[config.mk]
export PLATFORM = sky130hd
export DESIGN_NAME = cmos_nvram_uploader
export DESIGN_NICKNAME = d
export VERILOG_FILES = /design/src/rtl/arcade_nvram_pkg.sv /design/src/rtl/cmos_nvram_uploader.sv
export SDC_FILE = /design/constraint.sdc
export NUM_CORES = 1
export LEC_CHECK = 0
export ABC_AREA = 1
export BUFFER_PORTS_ARGS = -buffer_cell sky130_fd_sc_hd__buf_2
export CORE_AREA = 2 2 70 55
export CTS_CLUSTER_DIAMETER = 60
export DETAILED_ROUTE_END_ITERATION = 7
export DIE_AREA = 0 0 72 57
export GPL_ROUTABILITY_DRIVEN = 1
export PLACE_DENSITY = 0.82
export SYNTH_ARGS = -nofsm -noshare
export SYNTH_HDL_FRONTEND = slang
export SYNTH_SLANG_ARGS = --single-unit
[constraint.sdc]
create_clock -name clk_sys -period 1.1 [get_ports clk_sys]
set_input_delay 0.055 -clock clk_sys [delete_from_list [all_inputs] [get_ports clk_sys]]
set_output_delay 0.055 -clock clk_sys [all_outputs]
set_load 0.005 [all_outputs]
[src/rtl/arcade_nvram_pkg.sv]
`default_nettype none
// ============================================================================
// Package     : arcade_nvram_pkg
// Description : Shared types and constants for the CMOS NVRAM upload path.
// Revision    : 1.0 - initial release
// ============================================================================
package arcade_nvram_pkg;

  // Read-back sequencer states
  typedef enum logic [1:0] {
    IDLE = 2'd0,
    SLOT = 2'd1,
    LAT  = 2'd2,
    DONE = 2'd3
  } nv_state_t;

  // ioctl_index that selects the CMOS NVRAM transfer
  localparam logic [15:0] NV_INDEX_DEFAULT = 16'd4;

  // Byte returned for addresses beyond the CMOS RAM
  localparam logic [7:0]  NV_OOR_BYTE      = 8'hFF;

endpackage : arcade_nvram_pkg
`default_nettype wire

[src/rtl/cmos_nvram_uploader.sv]
`default_nettype none
// ============================================================================
// Module      : cmos_nvram_uploader
// Description : Serves HPS ioctl upload reads of the Williams CMOS RAM one
//               byte at a time through a spare read port, yielding to the
//               core whenever it owns the port, and tracks whether the CMOS
//               has been written since the last completed save.
// Revision    : 1.0 - initial release
// ============================================================================
module cmos_nvram_uploader
  import arcade_nvram_pkg::*;
#(
  parameter int          ADDR_W   = 10,
  parameter int          DATA_W   = 4,                 // 1..8
  parameter logic [15:0] NV_INDEX = NV_INDEX_DEFAULT,
  parameter int          RAM_LAT  = 1                  // 1..4
) (
  input  logic              clk_sys,
  input  logic              reset_n,
  input  logic              ioctl_upload,
  input  logic [15:0]       ioctl_index,
  input  logic              ioctl_rd,
  input  logic [24:0]       ioctl_addr,
  output logic [7:0]        ioctl_din,
  output logic              ioctl_wait,
  output logic [ADDR_W-1:0] ram_addr,
  output logic              ram_rd,
  input  logic [DATA_W-1:0] ram_dout,
  input  logic              core_busy,
  input  logic              cpu_we,
  output logic              nvram_dirty,
  output logic              upload_active
);

  // Number of CMOS locations; the range check uses the full 25-bit address
  localparam logic [24:0] DEPTH    = 25'(1) << ADDR_W;
  // Latency counter holds remaining cycles minus one so RAM_LAT=4 fits 2 bits
  localparam logic [1:0]  LAT_INIT = 2'(RAM_LAT - 1);

  nv_state_t   state;
  nv_state_t   state_nxt;
  logic [1:0]  lat_cnt;
  logic        read_done;

  logic        matched;
  logic        in_range;
  logic        accepted;
  logic        upload_fall;

  logic        load_addr;
  logic        load_cnt;
  logic        dec_cnt;
  logic        cap_ram;
  logic        cap_oor;
  logic        complete;

  assign matched     = ioctl_upload && (ioctl_index == NV_INDEX);
  assign in_range    = (ioctl_addr < DEPTH);
  // Qualified by reset_n so nothing leaks onto ioctl_wait while in reset
  assign accepted    = reset_n && ioctl_rd && matched && (state == IDLE);
  assign upload_fall = upload_active && !matched;
  assign ioctl_wait  = accepted || (state != IDLE);

  // Sequencer state register
  always_ff @(posedge clk_sys or negedge reset_n) begin
    if (!reset_n) begin
      state <= IDLE;
    end else begin
      state <= state_nxt;
    end
  end

  // Next-state decode plus the RAM strobe and datapath enables
  always_comb begin
    state_nxt = state;
    ram_rd    = 1'b0;
    load_addr = 1'b0;
    load_cnt  = 1'b0;
    dec_cnt   = 1'b0;
    cap_ram   = 1'b0;
    cap_oor   = 1'b0;
    complete  = 1'b0;
    case (state)
      IDLE: begin
        if (accepted) begin
          if (in_range) begin
            load_addr = 1'b1;
            state_nxt = SLOT;
          end else begin
            cap_oor   = 1'b1;
            complete  = 1'b1;
            state_nxt = DONE;
          end
        end
      end
      SLOT: begin
        if (!matched) begin
          state_nxt = IDLE;
        end else if (!core_busy) begin
          ram_rd    = 1'b1;
          load_cnt  = 1'b1;
          state_nxt = LAT;
        end
      end
      LAT: begin
        // An abort wins over a capture so a late ram_dout is dropped
        if (!matched) begin
          state_nxt = IDLE;
        end else if (lat_cnt == 2'd0) begin
          cap_ram   = 1'b1;
          complete  = 1'b1;
          state_nxt = DONE;
        end else begin
          dec_cnt   = 1'b1;
        end
      end
      DONE: begin
        state_nxt = IDLE;
      end
      default: begin
        state_nxt = IDLE;
      end
    endcase
  end

  // Latched CMOS address and latency countdown
  always_ff @(posedge clk_sys or negedge reset_n) begin
    if (!reset_n) begin
      ram_addr <= '0;
      lat_cnt  <= 2'd0;
    end else begin
      if (load_addr) begin
        ram_addr <= ioctl_addr[ADDR_W-1:0];
      end
      if (load_cnt) begin
        lat_cnt <= LAT_INIT;
      end else if (dec_cnt) begin
        lat_cnt <= lat_cnt - 2'd1;
      end
    end
  end

  // Byte returned to the HPS; holds across aborts and ignored reads
  always_ff @(posedge clk_sys or negedge reset_n) begin
    if (!reset_n) begin
      ioctl_din <= 8'h00;
    end else if (cap_oor) begin
      ioctl_din <= NV_OOR_BYTE;
    end else if (cap_ram) begin
      ioctl_din <= 8'(ram_dout);
    end
  end

  // Upload tracking and dirty flag; a core write beats a same-cycle clear
  always_ff @(posedge clk_sys or negedge reset_n) begin
    if (!reset_n) begin
      upload_active <= 1'b0;
      read_done     <= 1'b0;
      nvram_dirty   <= 1'b0;
    end else begin
      upload_active <= matched;
      if (upload_fall) begin
        read_done <= 1'b0;
      end else if (complete) begin
        read_done <= 1'b1;
      end
      if (cpu_we) begin
        nvram_dirty <= 1'b1;
      end else if (upload_fall && read_done) begin
        nvram_dirty <= 1'b0;
      end
    end
  end

endmodule : cmos_nvram_uploader
`default_nettype wire

==> results of run 1 <==
## per-stage QoR
stage               TNS (ns)  worst slack, ns  hold slack, ns
floorplan                  0          0.00760          -0.241
detailed placement     -2.59           -0.148           0.108
global route           -4.87           -0.288          0.0276
CTS                    -2.38           -0.150          0.0245
global placement       -2.20           -0.141           0.104
finish                 -3.88           -0.214          0.0282
## worst max-delay path by stage
stage	startpoint	to	slack [ns]	cells after the start
3_5_place_dp	ioctl_index[7]	ram_addr[1]	-0.15	10
5_1_grt	state[0]	state[1]	-0.29	9
4_1_cts	state[1]	ram_rd	-0.15	6
3_3_place_gp	ioctl_index[7]	ioctl_din[2]	-0.14	9
6_report	state[0]	ram_rd	-0.21	7
2_1_floorplan	lat_cnt[0]	state[1]	0.008	8
## repair_timing
item	CTS	global route
pin swaps	8	6
gates resized for setup	12	18
hold buffers	2	0
buffers inserted	8	4
hold endpoints to repair	23	0
setup endpoints to repair	22	22
gates cloned	0	1
## routing by layer
metal  GRT usage (%)  vias to the layer above  wire (µm)
li1                -                      708          -
met1            19.5                      634       1480
met2            30.6                       42       1830
met3            2.83                        2        168
met4            4.04                        0         19
met5               0                        -          0
## flip-flops by register name, summed over array words and instances, names as in the netlist
name	cells
ram_addr	10
ioctl_din	5
lat_cnt	2
state	2
nvram_dirty	1
read_done	1
upload_active	1
## critical path: cells and delay by family, from the launching register on
kind	cells	cell delay [ns]
buf+inv	4	0.30
flops	1	0.39
simple gates	3	0.30
## logic make-up after synthesis
kind of cell,after synthesis,synth area share [%]
buffers and inverters,36,12.2
and+or+nand+nor,91,35.7
AOI/OAI and AO/OA,17,9.78
adders and majority gates,1,0.941
DFF,22,41.4
## Yosys cell counts (all sizes together)
| library cell | number |
|---|---|
| o21ai | 13 |
| dfrtp | 22 |
| clkinv | 1 |
| nor3 | 3 |
| nand4 | 3 |
| nor3b | 1 |
| buf | 5 |
| nor2 | 32 |
| nand3b | 1 |
| ha | 1 |
| nand2 | 43 |
| a21oi | 3 |
| o2111ai | 1 |
| nand3 | 8 |
| inv | 30 |
## power by group through the flow
stage                     Sequential, W  Clock [W]  Combinational (W)
after CTS                      0.000868   0.000758           0.000629
after detailed placement       0.000875          0           0.000444
final                          0.000874   0.000736           0.000846
after global placement         0.000873          0           0.000441
after floorplan                0.000872          0           0.000216
after global routing           0.000873   0.000790           0.000912
## layout make-up
type                       instances  share of cell area [%]
clock buffer                       3                    1.95
clock inverter                     1                    1.42
inverter                          31                    5.61
multi-input combinational        109                    33.2
sequential                        22                    26.0
tap                               42                    2.48
timing repair buffer              98                    29.3
## cell usage in the layout, fill, tap and decap left out, types with 5 or more instances in the layout
cell type	netlist	routed
nor2_1	23	20
nand3_1	7	5
nor2_2	5	5
buf_6	2	7
dfrtp_1	22	22
inv_1	30	25
o21ai_2	10	10
nor2_4	4	7
buf_4	3	17
nand2_1	29	23
inv_2	0	5
buf_2	0	70
nand2_2	12	17
==> reports/results.tsv, run 1 <==
metric	value	unit
cts_sinks	22	
syn_nets	219	
core	3490	µm²
routedWlPerCell	11.4	µm
postLayoutCoreUtil	60.7	%
firstDrtPassIters	4	
yosysTopAreaCell	dfrtp_1	
rsz0062_at_grt	true	
gr-usage-all-layers	16.3	%
dpl-instance-area	1820	µm²
worstMarginPinSlew	0.274	ns
grt_max_degree	23	
syn_inst	167	
multi_input_area	704	µm²
clkLatencyLatePin	0.26	ns
nets	317	
rr_worst_depth	9	
power	0.00246	W
portBuffers	72	
worstReg2RegEnd	lat_cnt[1]	
crit_path_max_incr_delay	0.39	ns
ff2ff_setup_slack	-0.21	ns
route.detailed.drc	0	
critical_path_required	1.04	ns
htreeDepth	1	
numCtsBuffers	3	
fillers	297	
grt_pass1_wl	5380	µm
internal-power	0.00175	W
peakVddDrop	0.613	mV
start_util	38.1	%
avgSynthCellArea	7.96	µm²
cts-root-buf	clkbuf_8	
synth.area.top_cells	dfrtp_1, inv_1, nand2_1	
rows	19	
layout-drive-gt1-share	58.7	%
finalWeightedCongestion	0.835	
pwr-share-seq	35.6	%
io-pin-count	73	
antenna_found_initial	0	
synth_top_area_share	41.4	%
grt_pass1_vias	1301	
endpoint_kind	primary output	
report.final.slew_viol_count	0	
crit_path_start_kind	flip-flop	
crit_chain	inv_2 > nor2_4 > inv_2 > nor2_4 > nand2_2 > inv_2 > buf_6	
slowest_stage	dfrtp_1	
syn-cell-area	1330	µm²
switchingPower	0.000702	W
seq_area_frac_synth	41.4	%
hold_viol	0	
dp_cells	288	
overflow	0	
wl	3500	µm
synth_cell_types	23	
timing.rr.start	state[0]	
chipWidth	72	µm
antenna_left	0	
die_area	4100	µm²
powerDensity	1160	nW/µm²
worst_ep_arrival_time	1.26	ns
fmax	0.761	GHz
fin_ws	-0.214	ns
yosys_warnings	0	
worstHoldStart	ioctl_addr[9]	
p_leak	1.21	nW
seq_area	551	µm²
hp-class	in -> reg	
setup_viol	22	
maxCapViolCount	0	
die_h	57	µm
combPwrFrac	34.5	%
ys_ff_latch	22	
maxSlewHeadroom	81.8	%
cpMostUsedCell	inv_2	
finClkSkew	0.00616	ns
status	finished, violations left	
period_share	119	%
critPathMaxFanout	2	
fin_crit	1.31	ns
p_sw_share	28.6	%
cts_tree	yes	
max-clock-path-buffers	2	
dpl.hpwl	2370	µm
finalInstanceArea	2120	µm²
vias_per_cell	4.53	
clock_power_share	30.0	%
final_cells	306	
n_antenna_cell	0	
holdPathEnd	ram_addr[9]	
critPathKind	reg -> out	
drtIter0Drc	63	
syn2layout_area_growth	59.4	%
clkTransAtPathRegs	0.08	ns
holdPathStages	3	
violations	negative setup slack	
vias	1386	
Power figures use the tool's default switching activity.
==> run 2: changes to the inputs <==
- CORE_AREA: 2 2 70 55 -> 2 2 67 53
- DIE_AREA: 0 0 72 57 -> 0 0 69 55
- PLACE_DENSITY: 0.82 -> 0.84
- clock period: 1.1 -> 1.4 ns (I/O delays scaled with it)
==> reports/results.tsv, run 2 (same netlist as run 1, synthesis figures left out) <==
metric	value	unit	change
vias	1232		was 1386
route.detailed.drc	0		unchanged
internal-power	0.00104	W	was 0.00175 W
worstMarginPinSlew	0.276	ns	was 0.274 ns
grt_pass1_wl	4670	µm	was 5380 µm
antenna_found_initial	0		unchanged
crit_path_start_kind	flip-flop		unchanged
regMostFlops	ram_addr		unchanged
layout-drive-gt1-share	48.6	%	was 58.7%
finClkSkew	0.00216	ns	was 0.00616 ns
syn2layout_area_growth	36.1	%	was 59.4%
die_area	3800	µm²	was 4100 µm²
max-clock-path-buffers	2		unchanged
drtIter0Drc	34		was 63
top_regs	ram_addr: 10 flops, ioctl_din: 5 flops		unchanged
dpl-instance-area	1730	µm²	was 1820 µm²
hold_viol	0		unchanged
grt_max_degree	23		unchanged
peakVddDrop	0.363	mV	was 0.613 mV
overflow	0		unchanged
die_h	55	µm	was 57 µm
p_leak	1.07	nW	was 1.21 nW
routedWlPerCell	9.75	µm	was 11.4 µm
layout.cells.most_common_list	buf_2, inv_1, nand2_1		unchanged
rr_worst_depth	6		was 9
powerDensity	788	nW/µm²	was 1160 nW/µm²
critPathMaxFanout	3		was 2
critPathKind	reg -> out		unchanged
switchingPower	0.000387	W	was 0.000702 W
finalInstanceArea	1810	µm²	was 2120 µm²
grt_pass1_vias	1136		was 1301
p_sw_share	27.1	%	was 28.6%
clkTransAtPathRegs	0.07	ns	was 0.08 ns
worst_ep_arrival_time	1.25	ns	was 1.26 ns
antenna_left	0		unchanged
firstDrtPassIters	4		unchanged
vias_per_cell	4.35		was 4.53
core	3150	µm²	was 3490 µm²
rows	18		was 19
critical_path_required	1.33	ns	was 1.04 ns
setup_viol	0		was 22
cts_tree	yes		unchanged
wl	2760	µm	was 3500 µm
clock_power_share	30.7	%	was 30.0%
chipWidth	69	µm	was 72 µm
fin_crit	1.32	ns	
fmax	0.759	GHz	
period_share	94.1	%	
layout_commonest_cell	buf_2		unchanged
htreeDepth	1		unchanged
pwr-share-seq	47.4	%	was 35.6%
finalWeightedCongestion	0.903		was 0.835
io-pin-count	73		unchanged
endpoint_kind	primary output		unchanged
portBuffers	72		unchanged
rsz0062_at_grt	true		unchanged
n_antenna_cell	0		unchanged
hp-class	in -> reg		unchanged
dpl.hpwl	2340	µm	was 2370 µm
clkLatencyLatePin	0.26	ns	about the same
postLayoutCoreUtil	57.4	%	was 60.7%
report.final.slew_viol_count	0		unchanged
numCtsBuffers	3		unchanged
setup_tns	0	ns	was -3.88 ns
status	finished, final reports clean		was finished, violations left
gr-usage-all-layers	15.3	%	was 16.3%
largest_reg_flops	10		unchanged
holdPathStages	3		unchanged
cts-root-buf	clkbuf_8		unchanged
nets	296		was 317
cts_sinks	22		unchanged
maxSlewHeadroom	81.6	%	was 81.8%
maxCapViolCount	0		unchanged
combPwrFrac	21.9	%	was 34.5%
start_util	42.2	%	was 38.1%
run 2: changes by cell type in the layout (fill, tap and decap cells not counted), moves of 2 or more:
cell,previous run,this run
nor2_4,7,4
nand3_1,5,7
buf_4,17,2
nor2_2,5,7
buf_6,7,0
inv_1,25,30
inv_2,5,0
nand2_2,17,12
nand2_1,23,29
buf_2,70,72
run 2: path summary, 6_finish.rpt:
check                      slack [ns]      endpoint     startpoint
min                              0.05   ram_addr[5]  ioctl_addr[5]
min reg2reg                      0.48  ioctl_din[0]   ioctl_din[0]
max                              0.08        ram_rd       state[1]
max reg2reg                      0.15  ioctl_din[2]       state[0]
min in group asynchronous        0.34  ioctl_din[2]        reset_n
max in group asynchronous        0.84   ram_addr[6]        reset_n
run 2: metal layers:
layer	global-route usage, %	share of wire, %	vias to the layer above
met3	3.08	5.5	2
met2	28.4	46	40
met5	0	0	-
met4	1.96	0.51	0
met1	19.6	48	530
li1	-	-	660
run 2: critical path, stage by stage (launching register included):
cell	delay [ns]
dfrtp_1	0.41
nor2_2	0.14
inv_1	0.06
nor2_1	0.09
nand2_1	0.08
inv_1	0.09
buf_2	0.12
run 2: stage by stage:
step                      setup WS (ns)  total power (W)  hold WS, ns  cells
after floorplan                   0.202         0.000848       -0.226    167
after global placement            0.125         0.000978        0.101    277
after detailed placement         0.0952         0.000984       0.0875    277
after CTS                        0.0531          0.00143       0.0407    283
after global routing            -0.0259          0.00150       0.0493    283
final                            0.0824          0.00143       0.0463    283
run 2: layout make-up:
| type | count | area, µm² |
|---|---|---|
| clock buffers | 4 | 55.1 |
| fillers | 285 | 1340 |
| inverters | 31 | 118 |
| multi-input cells | 109 | 622 |
| flip-flops and latches | 22 | 551 |
| well taps | 40 | 50.0 |
| repair buffers | 77 | 415 |
run 2: what timing repair did:
action                                 in CTS  in global routing
setup endpoints to repair                   0                  2
setup buffers                               0                  0
resized for setup                           0                  2
hold buffers                                2                  0
endpoints found under the hold margin      23                  0
run 2: power by group through the flow:
stage | registers, W | logic (W) | clock network (W)
detailed placement | 0.000683 | 0.000301 | 0
CTS | 0.000670 | 0.000306 | 0.000455
global route | 0.000679 | 0.000357 | 0.000469
floorplan | 0.000681 | 0.000167 | 0
global placement | 0.000682 | 0.000295 | 0
finish | 0.000677 | 0.000312 | 0.000437
